**src/rtl/ram_arb_pkg.sv**
```systemverilog
// ram_arb_pkg -- shared definitions for the two-port data RAM arbiter.
//
// Contents:
//   NUM_PORTS / PORT_W   number of requesters and width of a port index
//   PORT_CPU / PORT_LDR  port index of the CPU (0) and the program loader (1)
//   arb_state_e          sequencer states IDLE, WR, RD, RD_DATA
//   port_onehot()        port index -> one-hot ack vector
//   other_port()         the opposite port of a two-port pair
//
// Optional feature macro used by the files that import this package:
//   ARB_RR_EN (round-robin arbitration instead of fixed priority)
package ram_arb_pkg;

  localparam int NUM_PORTS = 2;
  localparam int PORT_W    = 1;

  typedef logic [PORT_W-1:0] port_idx_t;

  localparam port_idx_t PORT_CPU = 1'b0;
  localparam port_idx_t PORT_LDR = 1'b1;

  typedef enum logic [1:0] {
    IDLE    = 2'd0,
    WR      = 2'd1,
    RD      = 2'd2,
    RD_DATA = 2'd3
  } arb_state_e;

  function automatic logic [NUM_PORTS-1:0] port_onehot(input port_idx_t p);
    logic [NUM_PORTS-1:0] oh;
    oh    = {NUM_PORTS{1'b0}};
    oh[p] = 1'b1;
    return oh;
  endfunction

  function automatic port_idx_t other_port(input port_idx_t p);
    return ~p;
  endfunction

endpackage

```
**src/rtl/ram_arbiter_arb_pick.sv**
```systemverilog
// arb_pick -- combinational winner selection between the two requesters.
//
// Ports:
//   req_i    in  NUM_PORTS  live request bits, bit n = port n
//   last_i   in  PORT_W     port granted most recently
//   win_o    out PORT_W     winning port index (meaningful when valid_o)
//   valid_o  out 1          at least one port is requesting
//
// Macro ARB_RR_EN: defined -> on a conflict the port not granted last wins;
// undefined -> port 0 (CPU) always wins a conflict and last_i is ignored.
module arb_pick
  import ram_arb_pkg::*;
(
  input  logic [NUM_PORTS-1:0] req_i,
  input  logic [PORT_W-1:0]    last_i,
  output logic [PORT_W-1:0]    win_o,
  output logic                 valid_o
);

  // Winner selection: a lone requester always wins; a conflict goes to the policy.
  always_comb begin
    valid_o = |req_i;
    win_o   = PORT_CPU;
    if (req_i == 2'b11) begin
`ifdef ARB_RR_EN
      win_o = other_port(last_i);
`else
      win_o = PORT_CPU;
`endif
    end else if (req_i[PORT_LDR]) begin
      win_o = PORT_LDR;
    end else begin
      win_o = PORT_CPU;
    end
  end

`ifndef ARB_RR_EN
  // Fixed priority has no use for the pointer; fold it into a sink net.
  logic unused_last_s;
  assign unused_last_s = ^last_i;
`endif

endmodule

```
**src/rtl/ram_arbiter.sv**
```systemverilog
// ram_arbiter -- sequencing controller and two-port arbiter for the 256x8
// synchronous data RAM. Port 0 is the CPU, port 1 the program loader/debug port.
//
// Ports:
//   clk          in   clock, all state changes on the rising edge
//   rst          in   asynchronous active-low reset
//   req / we     in   per-port request and direction (1 = write)
//   addr / wdata in   per-port command, port n at [n*W +: W]
//   ack          out  one-cycle completion pulse to the granted port
//   rdata        out  read data, valid while ack is high for a read
//   busy         out  high whenever the sequencer is not in IDLE
//   mem_wr_en    out  RAM write strobe
//   mem_rd_en    out  RAM read strobe (RAM latches the address on this edge)
//   mem_addr     out  RAM address from the command register
//   mem_wdata    out  write data from the command register
//   mem_data_oe  out  drive mem_wdata onto the RAM bus
//   mem_rdata    in   RAM data bus as read back by the top level
//
// Macro ARB_RR_EN: defined -> round-robin arbitration with a last-grant
// pointer register; undefined -> fixed priority (port 0 wins), no pointer.
module ram_arbiter
  import ram_arb_pkg::*;
#(
  parameter int ADDR_W = 8,
  parameter int DATA_W = 8
) (
  input  logic                          clk,
  input  logic                          rst,
  input  logic [NUM_PORTS-1:0]          req,
  input  logic [NUM_PORTS-1:0]          we,
  input  logic [NUM_PORTS*ADDR_W-1:0]   addr,
  input  logic [NUM_PORTS*DATA_W-1:0]   wdata,
  output logic [NUM_PORTS-1:0]          ack,
  output logic [DATA_W-1:0]             rdata,
  output logic                          busy,
  output logic                          mem_wr_en,
  output logic                          mem_rd_en,
  output logic [ADDR_W-1:0]             mem_addr,
  output logic [DATA_W-1:0]             mem_wdata,
  output logic                          mem_data_oe,
  input  logic [DATA_W-1:0]             mem_rdata
);

  arb_state_e           state_q;
  port_idx_t            cmd_port_q;
  logic                 cmd_we_q;
  logic [ADDR_W-1:0]    cmd_addr_q;
  logic [DATA_W-1:0]    cmd_wdata_q;
  logic [NUM_PORTS-1:0] ack_q;
  logic                 wr_en_q;
  logic                 rd_en_q;
  logic                 oe_q;
  logic                 busy_q;

  port_idx_t            last_s;
  port_idx_t            pick_win_s;
  logic                 pick_valid_s;
  logic                 pick_we_s;
  logic [ADDR_W-1:0]    pick_addr_s;
  logic [DATA_W-1:0]    pick_wdata_s;

  arb_pick u_arb_pick (
    .req_i   (req),
    .last_i  (last_s),
    .win_o   (pick_win_s),
    .valid_o (pick_valid_s)
  );

  // Route the winning port's command fields toward the command registers.
  always_comb begin
    pick_we_s    = we[PORT_CPU];
    pick_addr_s  = addr[0 +: ADDR_W];
    pick_wdata_s = wdata[0 +: DATA_W];
    if (pick_win_s == PORT_LDR) begin
      pick_we_s    = we[PORT_LDR];
      pick_addr_s  = addr[ADDR_W +: ADDR_W];
      pick_wdata_s = wdata[DATA_W +: DATA_W];
    end else begin
      pick_we_s    = we[PORT_CPU];
      pick_addr_s  = addr[0 +: ADDR_W];
      pick_wdata_s = wdata[0 +: DATA_W];
    end
  end

`ifdef ARB_RR_EN
  port_idx_t last_q;

  // Last-grant pointer: reset to the loader so the CPU wins the first conflict.
  always_ff @(posedge clk or negedge rst) begin
    if (!rst) begin
      last_q <= PORT_LDR;
    end else if ((state_q == IDLE) && pick_valid_s) begin
      last_q <= pick_win_s;
    end else begin
      last_q <= last_q;
    end
  end

  assign last_s = last_q;
`else
  assign last_s = PORT_LDR;
`endif

  // Transaction sequencer: one state per RAM cycle, outputs registered with the state.
  always_ff @(posedge clk or negedge rst) begin
    if (!rst) begin
      state_q     <= IDLE;
      cmd_port_q  <= PORT_CPU;
      cmd_we_q    <= 1'b0;
      cmd_addr_q  <= {ADDR_W{1'b0}};
      cmd_wdata_q <= {DATA_W{1'b0}};
      ack_q       <= {NUM_PORTS{1'b0}};
      wr_en_q     <= 1'b0;
      rd_en_q     <= 1'b0;
      oe_q        <= 1'b0;
      busy_q      <= 1'b0;
    end else begin
      case (state_q)
        IDLE: begin
          if (pick_valid_s) begin
            cmd_port_q  <= pick_win_s;
            cmd_we_q    <= pick_we_s;
            cmd_addr_q  <= pick_addr_s;
            cmd_wdata_q <= pick_wdata_s;
            busy_q      <= 1'b1;
            if (pick_we_s) begin
              // A write completes in its strobe cycle, so ack rides along.
              state_q <= WR;
              ack_q   <= port_onehot(pick_win_s);
              wr_en_q <= 1'b1;
              oe_q    <= 1'b1;
              rd_en_q <= 1'b0;
            end else begin
              state_q <= RD;
              ack_q   <= {NUM_PORTS{1'b0}};
              wr_en_q <= 1'b0;
              oe_q    <= 1'b0;
              rd_en_q <= 1'b1;
            end
          end else begin
            state_q <= IDLE;
            ack_q   <= {NUM_PORTS{1'b0}};
            wr_en_q <= 1'b0;
            oe_q    <= 1'b0;
            rd_en_q <= 1'b0;
            busy_q  <= 1'b0;
          end
        end
        WR: begin
          state_q <= IDLE;
          ack_q   <= {NUM_PORTS{1'b0}};
          wr_en_q <= 1'b0;
          oe_q    <= 1'b0;
          rd_en_q <= 1'b0;
          busy_q  <= 1'b0;
        end
        RD: begin
          // RAM data appears one cycle after the read strobe edge.
          state_q <= RD_DATA;
          ack_q   <= port_onehot(cmd_port_q);
          wr_en_q <= 1'b0;
          oe_q    <= 1'b0;
          rd_en_q <= 1'b0;
          busy_q  <= 1'b1;
        end
        RD_DATA: begin
          state_q <= IDLE;
          ack_q   <= {NUM_PORTS{1'b0}};
          wr_en_q <= 1'b0;
          oe_q    <= 1'b0;
          rd_en_q <= 1'b0;
          busy_q  <= 1'b0;
        end
        default: begin
          state_q <= IDLE;
          ack_q   <= {NUM_PORTS{1'b0}};
          wr_en_q <= 1'b0;
          oe_q    <= 1'b0;
          rd_en_q <= 1'b0;
          busy_q  <= 1'b0;
        end
      endcase
    end
  end

  // Read data is a pass-through of the RAM bus, gated to the read-ack cycle.
  always_comb begin
    if ((state_q == RD_DATA) && !cmd_we_q) begin
      rdata = mem_rdata;
    end else begin
      rdata = {DATA_W{1'b0}};
    end
  end

  assign ack         = ack_q;
  assign busy        = busy_q;
  assign mem_wr_en   = wr_en_q;
  assign mem_rd_en   = rd_en_q;
  assign mem_data_oe = oe_q;
  assign mem_addr    = cmd_addr_q;
  assign mem_wdata   = cmd_wdata_q;

endmodule

```
**config.mk**
```make
export PLATFORM = sky130hd
export DESIGN_NAME = ram_arbiter
export DESIGN_NICKNAME = d
export VERILOG_FILES = /design/src/rtl/ram_arb_pkg.sv /design/src/rtl/ram_arbiter_arb_pick.sv /design/src/rtl/ram_arbiter.sv
export SDC_FILE = /design/constraint.sdc
export NUM_CORES = 1
export LEC_CHECK = 0
export ABC_AREA = 1
export CORE_UTILIZATION = 23
export DETAILED_ROUTE_END_ITERATION = 10
export GPL_ROUTABILITY_DRIVEN = 0
export PLACE_DENSITY = 0.56
export SLEW_MARGIN = 10
export SYNTH_ARGS = -nofsm -noshare
export SYNTH_HDL_FRONTEND = slang
export SYNTH_SLANG_ARGS = --single-unit
```
**constraint.sdc**
```tcl
create_clock -name clk -period 1.23 [get_ports clk]
set_input_delay 0.369 -clock clk [delete_from_list [all_inputs] [get_ports clk]]
set_output_delay 0.369 -clock clk [all_outputs]
set_load 0.02 [all_outputs]
```
# Yosys cells after proc, flatten, opt, wreduce, memory -nomap -nowiden
# Index checks and enable logic that the tools add are counted.
# W data, S select, Z words.
# op_classes
n_mux	24
n_eq_ne	4
reduce_logical	9
magnitude_cmp	4
# ops
operator	count
$mux W8	3
$pmux W2 S3	2
$mux W1	10
$mux W2	4
$eq A2 B2 Y1 const B	3
$lt A1 B2 Y1 const B	2
$pmux W1 S2	2
$reduce_or A2 Y1	2
$logic_and A1 B1 Y1	3
$pmux W1 S3	1
$reduce_or A3 Y1	1
$demux W1 S1	2
$eq A2 B1 Y1 const B	1
$ge A1 B1 Y1 const B	2
$logic_not A2 Y1	1
$reduce_and A2 Y1	1
$logic_not A1 Y1	1
# word_totals
output_inout_bits	30
elab_cells	50
register_bits	25

# Logic depth before layout (Yosys ltp)
# Gate-level depths: netlist of run 1.
# depth
depth_word	9
mapped_depth	7
ltp_nobuf	6

# By module
# From an unflattened synthesis of run 1, not the netlist that was laid out.
# unflattened
hier_cells	176
area_unflattened_um2	1263.7
# by_module_without_submodules
mod	area_each_um2	instances	seq_area_each_um2	cells_each
ram_arbiter	1248.7	1	625.6	172
arb_pick	15.0	1	0.0	4

# Worst setup path before layout of run 1
# OpenSTA, ideal clock, no wires.
# synth_path
path_kind	flip-flop to output port
start	register state_q[0]
end	output port rdata[0]
n_path_buf	0
arrival_ns	0.903
stages_incl_launch_ff	5
setup_slack_ns	-0.042
required_time_ns	0.861
cell_sequence	dfrtp_1 -> inv_2 -> nor2_1 -> nand2_1 -> nor2_1
# synth_between
elab_chain_cells	3
# synth_rtl
item	line	source
start, declared	ram_arbiter.sv:44	arb_state_e state_q;
start signal, assigned	ram_arbiter.sv:107	state_q <= IDLE;
start signal, assigned	ram_arbiter.sv:128	state_q <= WR;
start signal, assigned	ram_arbiter.sv:134	state_q <= RD;
$eq A2 B2 Y1	ram_arbiter.sv:188	if ((state_q == RD_DATA) && !cmd_we_q) begin
$logic_and A1 B1 Y1	ram_arbiter.sv:188	
$mux W8	ram_arbiter.sv:188	
end, declared	ram_arbiter.sv:34	output logic [DATA_W-1:0] rdata,
# No other way between the ends.

# Worst setup path after layout of run 1
# layout_path
start	register state_q[0]
end	output port rdata[6]
# Same word-level chain as after synthesis.

==> results of run 1 <==
==> power breakdown <==
part | switching (mW) | total (mW) | leakage, nW | internal, mW
logic | 1.42 | 2.73 | 0.935 | 1.31
clock network | 0.268 | 0.495 | 0.0255 | 0.227
registers | 0.187 | 1.38 | 0.314 | 1.19
total | 1.88 | 4.61 | 1.27 | 2.73
==> cell type report <==
class / count / area [um2] / share of cell area
clock buffer: 3 / 41.3 / 0.0177
clock inverter: 1 / 5.00 / 0.00214
inverter: 16 / 62.6 / 0.0268
multi-input combinational: 130 / 604 / 0.259
sequential: 25 / 626 / 0.268
tap: 70 / 87.6 / 0.0375
timing repair buffer: 100 / 910 / 0.389
==> cell usage in the layout, fill, tap and decap left out, types with 4 or more instances in the layout <==
cell type,netlist,final
nand2_1,93,89
clkdlybuf4s50_1,0,43
dfrtp_1,25,25
buf_2,3,21
buf_4,4,21
nand3_1,20,19
inv_1,14,12
buf_6,1,8
nor2_1,11,6
buf_12,0,4
==> stage by stage <==
stage | power [mW] | util
after floorplan | 2.54 | -
after global placement | 3.84 | 0.423
after detailed placement | 3.86 | 0.423
after CTS | 4.39 | 0.427
after global routing | 4.97 | 0.446
final | 4.61 | 0.446
==> synth_stat cells (all sizes together) <==
cell,number
dfrtp,25
inv,16
o21ai,3
nor2,12
nand2,94
buf,8
o22ai,1
nand3,20
==> worst max path at each step <==
stage	cells after the start	endpoint	from	slack, ns
6_report	5	rdata[6]	state_q[0]	-0.29
3_3_place_gp	4	rdata[4]	mem_rdata[4]	-0.69
2_1_floorplan	4	rdata[0]	state_q[0]	-0.04
4_1_cts	5	rdata[6]	state_q[0]	-0.34
5_1_grt	5	rdata[4]	state_q[0]	-0.36
3_5_place_dp	4	rdata[6]	mem_rdata[6]	-0.72
==> per-layer routing <==
layer	global-route usage	vias up
met2	0.252	35
li1	-	736
met1	0.162	613
met5	0	-
met4	0.0404	0
met3	0.0251	2
==> sequential cells by signal (all words and copies together), names as in the netlist <==
register,cells
ack,2
busy,1
cmd_port_q,1
cmd_we_q,1
mem_addr,8
mem_data_oe,1
mem_rd_en,1
mem_wdata,8
state_q,2
==> cell families (layout without fill, tap and decap cells) <==
family	after synthesis	count (layout)
simple gates	126	126
compound gates	4	4
flops	25	25
buf+inv	24	120
==> critical path: cells and delay by family, from the launching register on <==
family	cells	cell delay, ns
DFF	1	0.37
and+or+nand+nor	3	0.31
buffers and inverters	2	0.20
==> timing repair <==
action                     4_1_cts  5_1_grt
gates cloned                     1        1
setup endpoints to repair       55       32
resized for setup              140       23
buffers inserted                 6        3
pin swaps                        6        4
==> metrics.txt, run 1 <==
hold-fix buffers at CTS 0; metal2 WL 1930 um; largest area contributor in the netlist dfrtp_1; Setup-failing EPs final 30; first-pass GRT wire length 6530 um; GRT Overall Usage 0.138; Die W 76.5 um; core area 5240 um2; met1 WL 1610 um; post-synth top area share 0.490; status finished, violations left; VDD IR max 0.709 mV; via count 1386; placed cell count 332; kind of critical path reg2out; CTS clk-pin slew, worst paths 0.09 ns; Mapped Cells 179; DRT Wirelength 3740 um; vias in the first global route 1400; leak pwr 1.27 nW; Simple-Gate Fraction of Synth Area 0.402; layout net count 322; relative slew slack 0.747; HP Class in2async; worst hold slack 0.439 ns; compound-gate portion of the synthesized area 0.0167; main combinational cell family by area after synthesis simple AND/OR/NAND/NOR gates; CP cell instances inv_2 -> nor2_4 -> nand2_4 -> nor2_2 -> buf_4; Reg-to-Reg End mem_wdata[1]; Clock Sinks 25; Via density 4.02; wire length per cell 10.8 um; crit path DAT 1.15 ns; Die H 76.5 um; Yosys reg bits 25; final slew viol count 0; Reg-to-Reg Start state_q[1]; Place WS -0.719 ns; diode count 0; Synth Cell Area 1280 um2; post-layout minimum cycle time 1.52 ns; CTS Buf Count 3; PwrDens 1970 nW/um2; Cell variety after synth 13; H-tree depth 1; failing checks setup timing; Critical Path RT 0.86 ns; row count 26; Max Fanout on Critical Path 8; setup TNS -4.09 ns; uppermost layer routed met4; initial antenna violation count 0; setup ws final -0.291 ns; final hold viol count 0; Synth area leaders dfrtp_1 49%, nand2_1 27%, nand3_1 7.8%; CP max-delay cell dfrtp_1; DIE AREA 5850 um2; filler-free cell count of the finished design 345; I/O pin cnt 76; crit-path max cell delay 0.37 ns; post-synthesis sequential area ratio 0.490; fillers 536; r2r worst-path depth 9; final instance area 2340 um2; Avg Synthesized Cell Area 7.13 um2; GRT overflow 0; clock tree buffer depth 2; xor/xnor share of the synthesized area 0; detailed placer's ending HPWL 2730 um; number of nets with antenna violations after routing 0; Pre-Repair DR Iteration Count 4; share of layout cells above drive strength 1 0.280; CTS tree built; fmax 657 MHz; Worst Max-Slew Pin Slew 0.379 ns; port bufs 75; Residual DRC 0; R2R setup slack -0.11 ns; starting density of the core 0.244; routed length on met3 176 um; largest net degree at the start of global routing 26; Clock Skew 0.00452 ns; period utilisation layout 1.24; Max Cap Violations 0; starting DRC count in detailed routing 76; yosys warns 0; Root Driver clkbuf_8; area post-placement 2220 um2; area grow syn2layout 83.0%; worst skew pair latency 0.27 ns; multiplexer share of the synthesized area 0; syn_nets 225; crit end category output port; Critical Path Start Type flop; RSZ-0062 raised after global routing yes; area share of fa/ha/maj cells after synthesis 0
Note: power is estimated with default switching activity, not from simulation.
==> run 2: changes to the inputs <==
Settings changed: CAP_MARGIN set to 0.
Clock period 1.23 ns to 1.9 ns, I/O delays scaled along.
==> run 2 against run 1 <==
The flow now finishes without violations. Worst setup slack gained 0.31 ns. First-iteration DRC count is 12% higher. Final area is 5.8% lower. Non-clock buffer count is 11 lower. Worst hold slack better by 0.046 ns. Critical path depth decreased by 1.
==> metrics.txt, run 2 (same netlist as run 1, synthesis figures left out) <==
status completed; diode count 0; crit path DAT 1.31 ns; starting density of the core 0.244; Post CTS Setup Buffer Count 0; number of nets with antenna violations after routing 0; final slew viol count 0; kind of critical path in2out; GRT overflow 0; Pre-Repair DR Iteration Count 4; CP top delay family buffers and inverters; vias in the first global route 1319; Buf+Inv Stages, Crit Path 3; layout net count 311; DRT Wirelength 3520 um; CTS clk-pin slew, worst paths 0.09 ns; net switching power 1.06 mW; CTS Buf Count 3; area grow syn2layout 72.4%; fillers 561; Register Area 626 um2; worst skew pair latency 0.26 ns; Clock power frac 0.117; post-layout minimum cycle time 1.88 ns; Worst Max-Slew Pin Slew 0.322 ns; initial antenna violation count 0; placed cell count 330; relative slew slack 0.785; Multi-input gate area 537 um2; sequential cell fraction of total power 0.331; detailed placer's ending HPWL 2700 um; period utilisation layout 0.989; Die W 76.5 um; share of layout cells above drive strength 1 0.117; crit-path max cell delay 0.45 ns; area post-placement 2160 um2; hold-fix buffers at CTS 0; core area 5240 um2; final instance area 2200 um2; Internal 1.63 mW; final hold viol count 0; Residual DRC 0; Critical Path Start Type primary input; VDD IR max 0.470 mV; CP max-delay cell clkdlybuf4s50_1; H-tree depth 1; port bufs 75; Via density 4.09; Comb power frac 0.552; RSZ-0062 raised after global routing yes; Setup-failing EPs final 0; wire length per cell 10.5 um; setup ws final 0.0214 ns; Switching Share 0.395; I/O pin cnt 76; Clock Sinks 25; Clock Skew 0.00234 ns; row count 26; first-pass GRT wire length 6000 um; crit end category output port; Place WS -0.450 ns; most common cell after layout, fill and taps aside nand2_1; largest net degree at the start of global routing 26; Root Driver clkbuf_8; filler-free cell count of the finished design 334; fmax 532 MHz; Critical Path RT 1.33 ns; CP cell instances clkdlybuf4s50_1 -> inv_1 -> nor2_1 -> buf_4; clock tree buffer depth 2; GRT Overall Usage 0.127; most frequent cells in the layout 92 x nand2_1, 64 x clkdlybuf4s50_1, 25 x dfrtp_1; PwrDens 1220 nW/um2; leak pwr 1.18 nW; Max Cap Violations 0; CTS tree built; via count 1366; HP Class reg2reg; Max Fanout on Critical Path 1; starting DRC count in detailed routing 85; DIE AREA 5850 um2; Die H 76.5 um
## run 2: stage by stage
step	hold WS (ns)	power (mW)	util	setup TNS, ns
after global routing	0.508	2.92	0.420	-0.00305
after global placement	0.462	2.41	0.413	-3.33
after detailed placement	0.464	2.42	0.413	-3.49
after floorplan	0.274	1.64	-	0
after CTS	0.488	2.73	0.415	0
final	0.485	2.69	0.420	0
## run 2: worst register-to-register path: stages (launching register included)
cell	delay, ns
dfrtp_1	0.40
buf_4	0.15
inv_1	0.05
nand2_1	0.09
nor2_4	0.13
buf_4	0.20
nand2_1	0.07
nand2_1	0.06
## run 2: layout make-up
| class | count | area share |
|---|---|---|
| clock inverter | 1 | 0.00228 |
| clock buffer | 3 | 0.0188 |
| timing repair buffer | 89 | 0.383 |
| inverter | 16 | 0.0273 |
| tap | 70 | 0.0398 |
| sequential | 25 | 0.284 |
| multi-input combinational | 130 | 0.244 |
## run 2: what timing repair did
| action | 4_1_cts | 5_1_grt |
|---|---|---|
| endpoints found under the setup margin | 8 | 8 |
| resized for setup | 34 | 10 |
| pin swaps | 0 | 5 |
| hold endpoints to repair | 0 | 0 |
## run 2: routing by layer
| layer | wire length [um] | global-route usage | part of all wire |
|---|---|---|---|
| met5 | 0 | 0 | 0 |
| met2 | 1790 | 0.227 | 0.51 |
| met1 | 1510 | 0.151 | 0.43 |
| met3 | 206 | 0.0287 | 0.059 |
| met4 | 15 | 0.0346 | 0.0043 |
## run 2: path summary, 6_finish.rpt
check / end / start / cells after the start / slack (ns)
max in group asynchronous: mem_addr[0] / rst / 2 / 1.00
max: rdata[6] / mem_rdata[6] / 4 / 0.02
min in group asynchronous: mem_addr[3] / rst / 2 / 0.66
max reg2reg: mem_wdata[1] / state_q[1] / 7 / 0.70
min reg2reg: mem_addr[2] / mem_addr[2] / 2 / 0.49
min: mem_addr[2] / mem_addr[2] / 2 / 0.49
## run 2: power by group through the flow
stage	registers, mW	logic (mW)	clock network (mW)
6_report	0.890	1.48	0.314
5_1_grt	0.924	1.63	0.360
4_1_cts	0.893	1.50	0.330
3_5_place_dp	0.894	1.52	0
3_3_place_gp	0.901	1.51	0
2_1_floorplan	1.14	0.504	0
==> run 3: changes to the inputs <==
--- a/config.mk
+++ b/config.mk
@@ -12,2 +12,3 @@
 export GPL_ROUTABILITY_DRIVEN = 0
+export GPL_TIMING_DRIVEN = 0
 export PLACE_DENSITY = 0.56
==> constraint.sdc (replaced) <==
create_clock -name clk -period 1.9 [get_ports clk]
set_input_delay 0.285 -clock clk [delete_from_list [all_inputs] [get_ports clk]]
set_output_delay 0.285 -clock clk [all_outputs]
set_load 0.02 [all_outputs]
==> run 3 against run 2 <==
Combinational power decreased by 6%. Count of clock-buffer cells in the layout increased by 1. Utilization decreased by 1.1 points. Highest routed layer unchanged. Final area decreased by 2.5%. Final cell count decreased by 1.8%. Sequential power increased by 0.4%. Via count decreased by 1.9%. Critical path type is now reg2out. Flip-flop and latch count unchanged. Clock skew increased by 0.00065 ns.
==> metrics.txt, run 3 (same netlist as run 1, synthesis figures left out) <==
status completed; area grow syn2layout 68.0%; Critical Path Start Type flop; detailed placer's ending HPWL 2630 um; kind of critical path reg2out; HP Class in2async; Die W 76.5 um; final slew viol count 0; Setup-failing EPs final 0; Max Cap Violations 0; most frequent cells in the layout 93 x nand2_1, 66 x clkdlybuf4s50_1, 25 x dfrtp_1; Via density 4.09; starting density of the core 0.244; via count 1340; crit end category output port; most common cell after layout, fill and taps aside nand2_1; vias in the first global route 1252; diode count 0; clock tree buffer depth 2; Clock Sinks 25; CTS tree built; Max Fanout on Critical Path 8; setup ws final 0.220 ns; post-layout minimum cycle time 1.68 ns; layout net count 305; Place WS 0.127 ns; port bufs 75; GRT overflow 0; H-tree depth 1; final hold viol count 0; starting DRC count in detailed routing 33; share of layout cells above drive strength 1 0.0620; wire length per cell 10.6 um; Layout Utilization 0.409; RSZ-0062 raised after global routing no; setup TNS 0 ns; area post-placement 2110 um2; leak pwr 1.14 nW; CTS Buf Count 3; largest net degree at the start of global routing 26; DRT Wirelength 3480 um; first-pass GRT wire length 5910 um; period utilisation layout 0.884; row count 26; final instance area 2140 um2; number of nets with antenna violations after routing 0; initial antenna violation count 0; relative slew slack 0.622; I/O pin cnt 76; Final Power 2.59 mW; crit path DAT 1.39 ns; Critical Path RT 1.62 ns; DIE AREA 5850 um2; PwrDens 1210 nW/um2; core area 5240 um2; Post CTS Setup Buffer Count 0; fillers 541; Worst Max-Slew Pin Slew 0.567 ns; CTS clk-pin slew, worst paths 0.08 ns; Root Driver clkbuf_8; worst skew pair latency 0.26 ns; Pre-Repair DR Iteration Count 4; Die H 76.5 um; GRT Overall Usage 0.126; Clock Skew 0.00299 ns; fmax 595 MHz; VDD IR max 0.389 mV; Residual DRC 0
-- run 3: cell count changes in the layout (fill, tap and decap cells not counted), sizes merged --
cell,previous run,this run
buf,22,9
clkinv,1,0
clkdlybuf4s50,64,66
dlymetal6s2s,3,0
clkbuf,3,4
dlygate4sd2,0,8
-- run 3: timing repair --
item                       in CTS  in global routing
setup endpoints to repair       8                  0
gates resized for setup         8                  0
hold buffers                    0                  0
-- run 3: worst paths after layout --
| check | startpoint | end | slack, ns | depth (start not counted) |
|---|---|---|---|---|
| max | cmd_we_q | rdata[4] | 0.22 | 4 |
| max reg2reg | state_q[1] | mem_addr[2] | 0.71 | 6 |
| max in group asynchronous | rst | mem_wdata[3] | 1.52 | 1 |
| min in group clk | mem_wdata[3] | mem_wdata[3] | 0.48 | 2 |
| min reg2reg | mem_wdata[3] | mem_wdata[3] | 0.48 | 2 |
| min | rst | mem_addr[3] | 0.004 | 1 |
-- run 3: layer usage --
| metal | wire length [um] | share of wire | global-route usage | vias up |
|---|---|---|---|---|
| met3 | 189 | 0.054 | 0.0192 | 4 |
| met1 | 1570 | 0.45 | 0.159 | 593 |
| li1 | - | - | - | 699 |
| met4 | 47 | 0.013 | 0.0462 | 0 |
| met5 | 0 | 0 | 0 | - |
| met2 | 1680 | 0.48 | 0.214 | 44 |
-- run 3: critical path: stages, from the launching register on --
cell           delay [ns]
dfrtp_1              0.40
nor2_1               0.10
nand2_1              0.17
nor2_1               0.12
dlygate4sd2_1        0.34
-- run 3: layout make-up --
class / instances / area [um2] / area share
Sequential cell: 25 / 626 / 0.292
Timing Repair Buffer: 75 / 736 / 0.343
Inverter: 16 / 60.1 / 0.0280
Tap cell: 70 / 87.6 / 0.0408
Buffer: 8 / 56.3 / 0.0263
Multi-Input combinational cell: 130 / 534 / 0.249
Clock buffer: 4 / 45.0 / 0.0210
-- run 3: per-stage QoR --
step	hold WS, ns	instances
CTS	0.487	328
global route	0.0537	328
global placement	0.462	324
detailed placement	0.464	324
finish	0.00443	328
floorplan	-0.0106	179
-- run 3: power breakdown --
part           internal [mW]  total [mW]  switching [mW]
clock                  0.150       0.309           0.159
combinational          0.635        1.39           0.755
sequential             0.771       0.894           0.124
